**src/rtl/video_pkg.sv**
```systemverilog
// Shared widths, default VGA 640x480@60 timing constants and counter typedefs
// for the video timing generator.
package video_pkg;

  localparam int PIXEL_CTR_W = 9;
  localparam int LINE_CTR_W  = 9;

  localparam int H_ACTIVE_DEF = 640;
  localparam int H_FP_DEF     = 16;
  localparam int H_SYNC_DEF   = 96;
  localparam int H_BP_DEF     = 48;

  localparam int V_ACTIVE_DEF = 480;
  localparam int V_FP_DEF     = 10;
  localparam int V_SYNC_DEF   = 2;
  localparam int V_BP_DEF     = 33;

  typedef logic [PIXEL_CTR_W:0] pixel_cnt_t;
  typedef logic [LINE_CTR_W:0]  line_cnt_t;

endpackage

```
**src/rtl/vtg_axis_ctr.sv**
```systemverilog
// One timing axis: wrapping position counter plus active-area and sync decode.
// Sync is registered from the next count so it lines up with the count itself.
module vtg_axis_ctr #(
  parameter int W      = 10,
  parameter int ACTIVE = 640,
  parameter int FP     = 16,
  parameter int SYNC   = 96,
  parameter int BP     = 48,
  parameter bit POL    = 1'b0
) (
  input  logic         clk,
  input  logic         reset_n,
  input  logic         inc,
  output logic [W-1:0] cnt,
  output logic         wrap,
  output logic         active_nxt,
  output logic         sync
);

  localparam int TOTAL = ACTIVE + FP + SYNC + BP;
  localparam logic [W-1:0] LAST    = W'(TOTAL - 1);
  localparam logic [W-1:0] ACT_END = W'(ACTIVE);
  localparam logic [W-1:0] SYNC_LO = W'(ACTIVE + FP);
  localparam logic [W-1:0] SYNC_HI = W'(ACTIVE + FP + SYNC - 1);

  logic [W-1:0] cnt_nxt;
  logic         sync_nxt;

  always_comb begin
    wrap    = inc && (cnt == LAST);
    cnt_nxt = cnt;
    if (inc) cnt_nxt = wrap ? '0 : cnt + 1'b1;
    active_nxt = (cnt_nxt < ACT_END);
    sync_nxt   = ((cnt_nxt >= SYNC_LO) && (cnt_nxt <= SYNC_HI)) ? POL : ~POL;
  end

  always_ff @(posedge clk) begin
    if (!reset_n) begin
      cnt  <= LAST;
      sync <= ~POL;
    end else begin
      cnt  <= cnt_nxt;
      sync <= sync_nxt;
    end
  end

endmodule

```
**src/rtl/video_timing_gen.sv**
```systemverilog
// Raster timing generator: pixel/line counters, video_on, hsync, vsync.
// Optional frame counter and start-of-frame pulse under VTG_FRAME_CNT_EN.
module video_timing_gen
  import video_pkg::*;
#(
  parameter int H_ACTIVE   = H_ACTIVE_DEF,
  parameter int H_FP       = H_FP_DEF,
  parameter int H_SYNC     = H_SYNC_DEF,
  parameter int H_BP       = H_BP_DEF,
  parameter int V_ACTIVE   = V_ACTIVE_DEF,
  parameter int V_FP       = V_FP_DEF,
  parameter int V_SYNC     = V_SYNC_DEF,
  parameter int V_BP       = V_BP_DEF,
  parameter bit H_SYNC_POL = 1'b0,
  parameter bit V_SYNC_POL = 1'b0
) (
  input  logic       rfr_clk,
  input  logic       reset_n,
  input  logic       pix_en,
  output pixel_cnt_t pixel_cnt,
  output line_cnt_t  line_cnt,
  output logic       video_on,
  output logic       hsync,
  output logic       vsync
`ifdef VTG_FRAME_CNT_EN
  ,
  output logic [15:0] frame_cnt,
  output logic        sof
`endif
);

  localparam int H_TOTAL = H_ACTIVE + H_FP + H_SYNC + H_BP;
  localparam int V_TOTAL = V_ACTIVE + V_FP + V_SYNC + V_BP;

  if (PIXEL_CTR_W <= 0 || LINE_CTR_W <= 0 ||
      H_ACTIVE <= 0 || H_FP <= 0 || H_SYNC <= 0 || H_BP <= 0 ||
      V_ACTIVE <= 0 || V_FP <= 0 || V_SYNC <= 0 || V_BP <= 0) begin : g_bad_width
    $error("video_timing_gen: zero timing width");
  end
  if (H_TOTAL - 1 >= (1 << (PIXEL_CTR_W + 1))) begin : g_bad_h
    $error("video_timing_gen: H_TOTAL-1 does not fit pixel_cnt");
  end
  if (V_TOTAL - 1 >= (1 << (LINE_CTR_W + 1))) begin : g_bad_v
    $error("video_timing_gen: V_TOTAL-1 does not fit line_cnt");
  end

  logic h_wrap, v_wrap;
  logic h_act_nxt, v_act_nxt;

  vtg_axis_ctr #(
    .W(PIXEL_CTR_W + 1), .ACTIVE(H_ACTIVE), .FP(H_FP), .SYNC(H_SYNC),
    .BP(H_BP), .POL(H_SYNC_POL)
  ) u_h (
    .clk(rfr_clk), .reset_n(reset_n), .inc(pix_en),
    .cnt(pixel_cnt), .wrap(h_wrap), .active_nxt(h_act_nxt), .sync(hsync)
  );

  // Line advances only on the pixel wrap edge.
  vtg_axis_ctr #(
    .W(LINE_CTR_W + 1), .ACTIVE(V_ACTIVE), .FP(V_FP), .SYNC(V_SYNC),
    .BP(V_BP), .POL(V_SYNC_POL)
  ) u_v (
    .clk(rfr_clk), .reset_n(reset_n), .inc(pix_en & h_wrap),
    .cnt(line_cnt), .wrap(v_wrap), .active_nxt(v_act_nxt), .sync(vsync)
  );

  always_ff @(posedge rfr_clk) begin
    if (!reset_n) video_on <= 1'b0;
    else          video_on <= h_act_nxt & v_act_nxt;
  end

`ifdef VTG_FRAME_CNT_EN
  // v_wrap already implies pix_en and h_wrap: the edge into (0,0).
  always_ff @(posedge rfr_clk) begin
    if (!reset_n) begin
      frame_cnt <= '0;
      sof       <= 1'b0;
    end else begin
      sof <= v_wrap;
      if (v_wrap) frame_cnt <= frame_cnt + 16'd1;
    end
  end
`else
  logic unused_v_wrap;
  assign unused_v_wrap = v_wrap;
`endif

endmodule

```
**config.mk**
```make
export PLATFORM = sky130hd
export DESIGN_NAME = video_timing_gen
export DESIGN_NICKNAME = d
export VERILOG_FILES = /design/src/rtl/video_pkg.sv /design/src/rtl/vtg_axis_ctr.sv /design/src/rtl/video_timing_gen.sv
export SDC_FILE = /design/constraint.sdc
export NUM_CORES = 1
export LEC_CHECK = 0
export BUFFER_PORTS_ARGS = -buffer_cell sky130_fd_sc_hd__buf_2
export CAP_MARGIN = 20
export CORE_ASPECT_RATIO = 0.75
export CORE_MARGIN = 8
export CORE_UTILIZATION = 25
export CTS_BUF_LIST = sky130_fd_sc_hd__clkbuf_16
export DETAILED_ROUTE_END_ITERATION = 8
export REMOVE_ABC_BUFFERS = 1
export SETUP_SLACK_MARGIN = 0.05
export SYNTH_ARGS = -nofsm -noshare
export SYNTH_HDL_FRONTEND = slang
export SYNTH_SLANG_ARGS = --single-unit
```
**constraint.sdc**
```tcl
create_clock -name rfr_clk -period 4.1 [get_ports rfr_clk]
set_clock_uncertainty 0.2 [all_clocks]
set_input_delay 0.205 -clock rfr_clk [delete_from_list [all_inputs] [get_ports rfr_clk]]
set_output_delay 0.205 -clock rfr_clk [all_outputs]
set_load 0.01 [all_outputs]
```
==> results of run 1 <==
-- power groups by stage --
| stage | clock network, mW | registers, mW | logic, mW |
|---|---|---|---|
| finish | 0.208 | 0.278 | 0.175 |
| global route | 0.228 | 0.282 | 0.197 |
| CTS | 0.214 | 0.278 | 0.178 |
| detailed placement | 0 | 0.283 | 0.177 |
| global placement | 0 | 0.282 | 0.176 |
| floorplan | 0 | 0.284 | 0.118 |
-- critical path, cell delays in order (launching register included) --
cell and delay [ps]:
dfxtp_1 370, ha_1 240, nand3_4 120, nor4_2 280
buf_4 230, nand4_1 130, xor2_1 210, nor4_4 310
nand4_1 120
-- cells by family (layout without fill, tap and decap cells) --
family	Yosys count	count (layout)	synth area share, %
buf+inv	9	33	4.00
fa+ha+maj	3	3	2.92
simple gates	65	65	32.2
flops	23	23	35.9
compound gates	33	33	16.9
xor+xnor	12	12	8.19
-- how the worst max path moves through the flow --
| stage | startpoint | cells past startpoint | slack (ps) | endpoint |
|---|---|---|---|---|
| 2_1_floorplan | u_h.cnt[0] | 7 | 1530 | u_v.sync |
| 3_3_place_gp | u_h.cnt[1] | 8 | 1870 | u_v.sync |
| 3_5_place_dp | u_h.cnt[0] | 8 | 1750 | u_v.sync |
| 4_1_cts | u_h.cnt[0] | 8 | 1760 | u_v.sync |
| 5_1_grt | u_h.cnt[0] | 8 | 1580 | u_v.sync |
| 6_report | u_h.cnt[0] | 8 | 1760 | u_v.sync |
-- cell usage after synthesis (all sizes together), types with 4 or more instances --
cell	count
dfxtp	23
nand2	15
o21ai	14
nand3	9
nor2	8
nand4	7
a21oi	6
nor2b	6
xnor2	6
xor2	6
buf	4
-- registers in the layout, indices dropped and copies added, names as in the netlist --
| register | count |
|---|---|
| u_h.cnt | 10 |
| u_v.cnt | 10 |
| u_h.sync | 1 |
| u_v.sync | 1 |
| video_on | 1 |
-- cell type report --
class / count / area, µm²
Clock inverter: 1 / 5.00
Timing Repair Buffer: 26 / 133
Sequential cell: 23 / 460
Clock buffer: 3 / 75.1
Multi-Input combinational cell: 113 / 772
Inverter: 3 / 11.3
Tap cell: 60 / 75.1
Fill cell: 540 / 3400
-- metrics by stage --
| stage | power (mW) | instances | setup WS (ps) |
|---|---|---|---|
| 2_1_floorplan | 0.402 | 139 | 1530 |
| 3_3_place_gp | 0.459 | 225 | 1870 |
| 3_5_place_dp | 0.459 | 225 | 1750 |
| 4_1_cts | 0.670 | 229 | 1760 |
| 5_1_grt | 0.707 | 229 | 1580 |
| 6_report | 0.661 | 229 | 1760 |
-- per-layer routing --
metal	up-vias	track usage, %	share of wire (%)
met5	-	0	0
met1	513	12.4	56
met4	0	1.37	0.54
met3	2	3.08	5.2
met2	30	11.3	39
li1	581	-	-
==> results.json, run 1 <==
{
  "seqPwrFrac_pct": 42.1,
  "hp-start": "reset_n",
  "cts-htree-levels": 1,
  "tightest_slew_ps": 425,
  "utilization_pct": 31.1,
  "async_reset_ff_share_pct": 0,
  "finalInstanceArea_um2": 1530,
  "netlist_area_um2": 1280,
  "pwr-share-clk_pct": 31.4,
  "crit_arrival_ps": 2260,
  "clockBufferDepth": 2,
  "ys_ff_latch": 23,
  "slew_violations": 0,
  "end_kind": "flop",
  "viasPerCell": 4.92,
  "wl_um": 3130,
  "insertedDiodeCount": 0,
  "syn2layout_area_growth_pct": 19.3,
  "hold_viol_final": 0,
  "hold-worst-slack_ps": 67.1,
  "nets": 176,
  "drt_iter0_drc": 66,
  "tns_ps": 0,
  "antenna_found_initial": 0,
  "final_common_cell": "buf_2",
  "max-slew-margin-rel_pct": 71.4,
  "die_h_um": 78.1,
  "outcome": "complete, no violations",
  "drc": 0,
  "irDropWorstVdd_mv": 0.167,
  "row_count": 22,
  "yosysUniqueCellTypes": 41,
  "tritoncts": "yes",
  "hold_buffers": 0,
  "timing.final.crit_share_pct": 57.0,
  "max_freq_ghz": 0.428,
  "vias": 1126,
  "initial_core_util_pct": 26.1,
  "syn_area_per_cell_um2": 8.85,
  "reg2reg_from": "u_h.cnt[0]",
  "clk-insertion-delay-late_ps": 250,
  "clk_pin_slew_ps": 60,
  "drive_gt1_share_pct": 23.7,
  "wl_per_cell_um": 13.7,
  "hold_class": "input port to flop",
  "gp_congestion": 0.801,
  "rsz0062_at_grt": "no",
  "ys_warn_count": 0,
  "yosys.area.top_type": "dfxtp_1",
  "place_area_um2": 1450,
  "finalCriticalPeriod_ps": 2340,
  "grt_pass1_vias": 1064,
  "synthFlopType": "dfxtp_1",
  "numCtsBuffers": 3,
  "setup_viol": 0,
  "r2r_end": "u_v.sync",
  "cts_resized": 0,
  "layout_common_cells": "buf_2, dfxtp_1, nand2_1, o21ai_0",
  "clock_sinks": 23,
  "synth_edf_count": 0,
  "hold_depth": 2,
  "p_leak_nw": 0.605,
  "grt_max_degree": 18,
  "post-dp-hpwl_um": 2390,
  "grt_pass1_wl_um": 5360,
  "grt_usage_pct": 8.43,
  "core_area_um2": 4930,
  "numPortBuffers": 25,
  "crit_path_max_fanout": 14,
  "cp-start-kind": "flop",
  "synthesis.instances": 145,
  "dieWidth_um": 98.7,
  "netSwitchingFraction_pct": 32.3,
  "p_switching_mw": 0.214,
  "p_per_area_nw_per_um2": 432,
  "reg2reg_depth": 8,
  "drv_cap": 0,
  "dr.pass1.iters": 4,
  "required_ps": 4020,
  "r2r_setup_slack_ps": 1760,
  "ant_nets": 0,
  "dieArea_um2": 7710,
  "comb_power_share_pct": 26.5,
  "worst_hold_path.endpoint": "u_h.cnt[1]",
  "yosysTopAreaCellShare_pct": 35.9,
  "grt-ovfl-total": 0,
  "ys_seq_area_share_pct": 35.9,
  "root_buffer": "clkbuf_16",
  "postCtsSetupBuffers": 0,
  "ioPinCount": 26,
  "synth_area_leaders": "dfxtp_1, o21ai_0, nand2_1, xnor2_1, xor2_1",
  "crit_type": "flop to flop",
  "p_int_mw": 0.448
}
No activity file was read; power rests on OpenSTA's default activity.
==> inputs of run 2 (changes only) <==
==> constraint.sdc (replaced) <==
create_clock -name rfr_clk -period 2.4 [get_ports rfr_clk]
set_clock_uncertainty 0.2 [all_clocks]
set_input_delay 0.12 -clock rfr_clk [delete_from_list [all_inputs] [get_ports rfr_clk]]
set_output_delay 0.12 -clock rfr_clk [all_outputs]
set_load 0.01 [all_outputs]
==> run 2 against run 1 <==
  * Hold slack worse by 48 ps
  * Non-clock buffer count increased by 10
  * Core utilization up 2.3 points
  * Critical path type unchanged
  * Largest cell class unchanged
==> results.json, run 2 (same netlist as run 1, synthesis figures left out) <==
{
  "path_cells": "ha_4 -> nand3_4 -> or4_4 -> nor2_4 -> xnor2_2 -> nor4_4 -> nand4_1",
  "core_area_um2": 4930,
  "crit_path_max_fanout": 5,
  "finalInstanceArea_um2": 1650,
  "p_per_area_nw_per_um2": 715,
  "clk-insertion-delay-late_ps": 250,
  "required_ps": 2320,
  "drt_iter0_drc": 140,
  "tritoncts": "yes",
  "hold_viol_final": 0,
  "rsz0062_at_grt": "no",
  "wl_um": 3270,
  "setup_viol": 0,
  "tightest_slew_ps": 472,
  "outcome": "complete, no violations",
  "fillers": 507,
  "ioPinCount": 26,
  "max_stage_delay_ps": 600,
  "numPortBuffers": 25,
  "critPathBufInv": 0,
  "wl_per_cell_um": 13.7,
  "p_switching_mw": 0.381,
  "timing.final.crit_share_pct": 92.5,
  "drv_cap": 0,
  "dieArea_um2": 7710,
  "grt_pass1_vias": 1103,
  "finalCriticalPeriod_ps": 2220,
  "ant_nets": 0,
  "critPathTopFamily": "simple AND/OR/NAND/NOR gates",
  "layout_common_cells": "buf_2, dfxtp_1, nand2_1, o21ai_0, buf_4",
  "p_leak_nw": 0.657,
  "multiInputGateArea_um2": 808,
  "syn2layout_area_growth_pct": 28.3,
  "max-slew-margin-rel_pct": 68.3,
  "antenna_found_initial": 0,
  "place_area_um2": 1500,
  "drc": 0,
  "grt_usage_pct": 8.71,
  "row_count": 22,
  "hold_class": "input port to flop",
  "nets": 186,
  "final_common_cell": "buf_2",
  "gp_congestion": 0.854,
  "netSwitchingFraction_pct": 32.4,
  "insertedDiodeCount": 0,
  "comb_power_share_pct": 31.1,
  "clk_pin_slew_ps": 60,
  "cp-start-kind": "flop",
  "dr.pass1.iters": 4,
  "critPathSlowestCell": "or4_4",
  "initial_core_util_pct": 26.1,
  "irDropWorstVdd_mv": 0.222,
  "clockBufferDepth": 2,
  "end_kind": "flop",
  "clock_sinks": 23,
  "p_int_mw": 0.797,
  "seqCellArea_um2": 463,
  "crit_arrival_ps": 2140,
  "grt_max_degree": 18,
  "die_h_um": 78.1,
  "post-dp-hpwl_um": 2470,
  "reg_top3": "u_h.cnt (10), u_v.cnt (10)",
  "cts-htree-levels": 1,
  "grt_pass1_wl_um": 5440,
  "grt-ovfl-total": 0,
  "vias": 1178,
  "pwr-share-clk_pct": 30.0,
  "dieWidth_um": 98.7,
  "crit_type": "flop to flop",
  "root_buffer": "clkbuf_16",
  "slew_violations": 0,
  "drive_gt1_share_pct": 29.6,
  "seqPwrFrac_pct": 38.9,
  "max_freq_ghz": 0.450,
  "numCtsBuffers": 3,
  "utilization_pct": 33.4,
  "viasPerCell": 4.93
}
-- run 2: cell count changes in the layout (fill, tap and decap cells not counted), sizes merged --
| cell | delta |
|---|---|
| inv | +1 |
| buf | +9 |
| clkinv | -1 |
| dlygate4sd3 | +1 |
-- run 2: final timing paths --
kind                            startpoint    endpoint  slack (ps)  depth (start not counted)
worst max register to register  u_h.cnt[0]    u_v.sync         180                          7
worst min register to register  u_h.cnt[1]  u_h.cnt[1]         330                          2
worst max-delay path            u_h.cnt[0]    u_v.sync         180                          7
worst min-delay path                pix_en  u_h.cnt[0]          20                          2
-- run 2: layer usage --
metal,up-vias,wire length [µm],part of all wire [%],track usage (%)
met4,0,20,0.61,2.29
met2,32,1320,40,11.7
met3,2,170,5.2,2.91
met1,542,1760,54,12.7
li1,602,-,-,-
met5,-,0,0,0
-- run 2: worst register-to-register path, delay by kind of cell, from the launching register on --
kind,cells,cell delay (ps)
AND/OR/NAND/NOR,5,1250
flip-flops,1,370
adder cells (fa/ha/maj),1,160
XOR/XNOR,1,100
-- run 2: layout make-up --
class                   count  area share, %
clock buffers               3           4.56
clock inverters             1          0.228
inverters                   3          0.684
multi-input cells         113           49.1
flip-flops and latches     23           28.1
well taps                  60           4.56
repair buffers             36           12.8
-- run 2: metrics by stage --
step | power [mW] | worst slack [ps] | hold slack, ps | setup TNS (ps) | instances
2_1_floorplan | 0.687 | -166 | -18.1 | -311 | 139
3_3_place_gp | 0.811 | 148 | 243 | 0 | 232
3_5_place_dp | 0.808 | 48.3 | 252 | 0 | 232
4_1_cts | 1.18 | 81.9 | 16.7 | 0 | 237
5_1_grt | 1.26 | 60.8 | 33.2 | 0 | 239
6_report | 1.18 | 179 | 19.4 | 0 | 239
-- run 2: power groups by stage --
stage | registers (mW) | logic (mW) | clock network (mW)
after global routing | 0.464 | 0.404 | 0.387
after CTS | 0.455 | 0.356 | 0.368
after floorplan | 0.485 | 0.202 | 0
final | 0.458 | 0.366 | 0.354
after detailed placement | 0.463 | 0.345 | 0
after global placement | 0.463 | 0.347 | 0
-- run 2: timing repair --
action	CTS	global route
pin swaps	1	3
hold buffers	1	0
setup endpoints to repair	2	2
buffers inserted	0	2
gates resized for setup	1	7
endpoints found under the hold margin	1	0
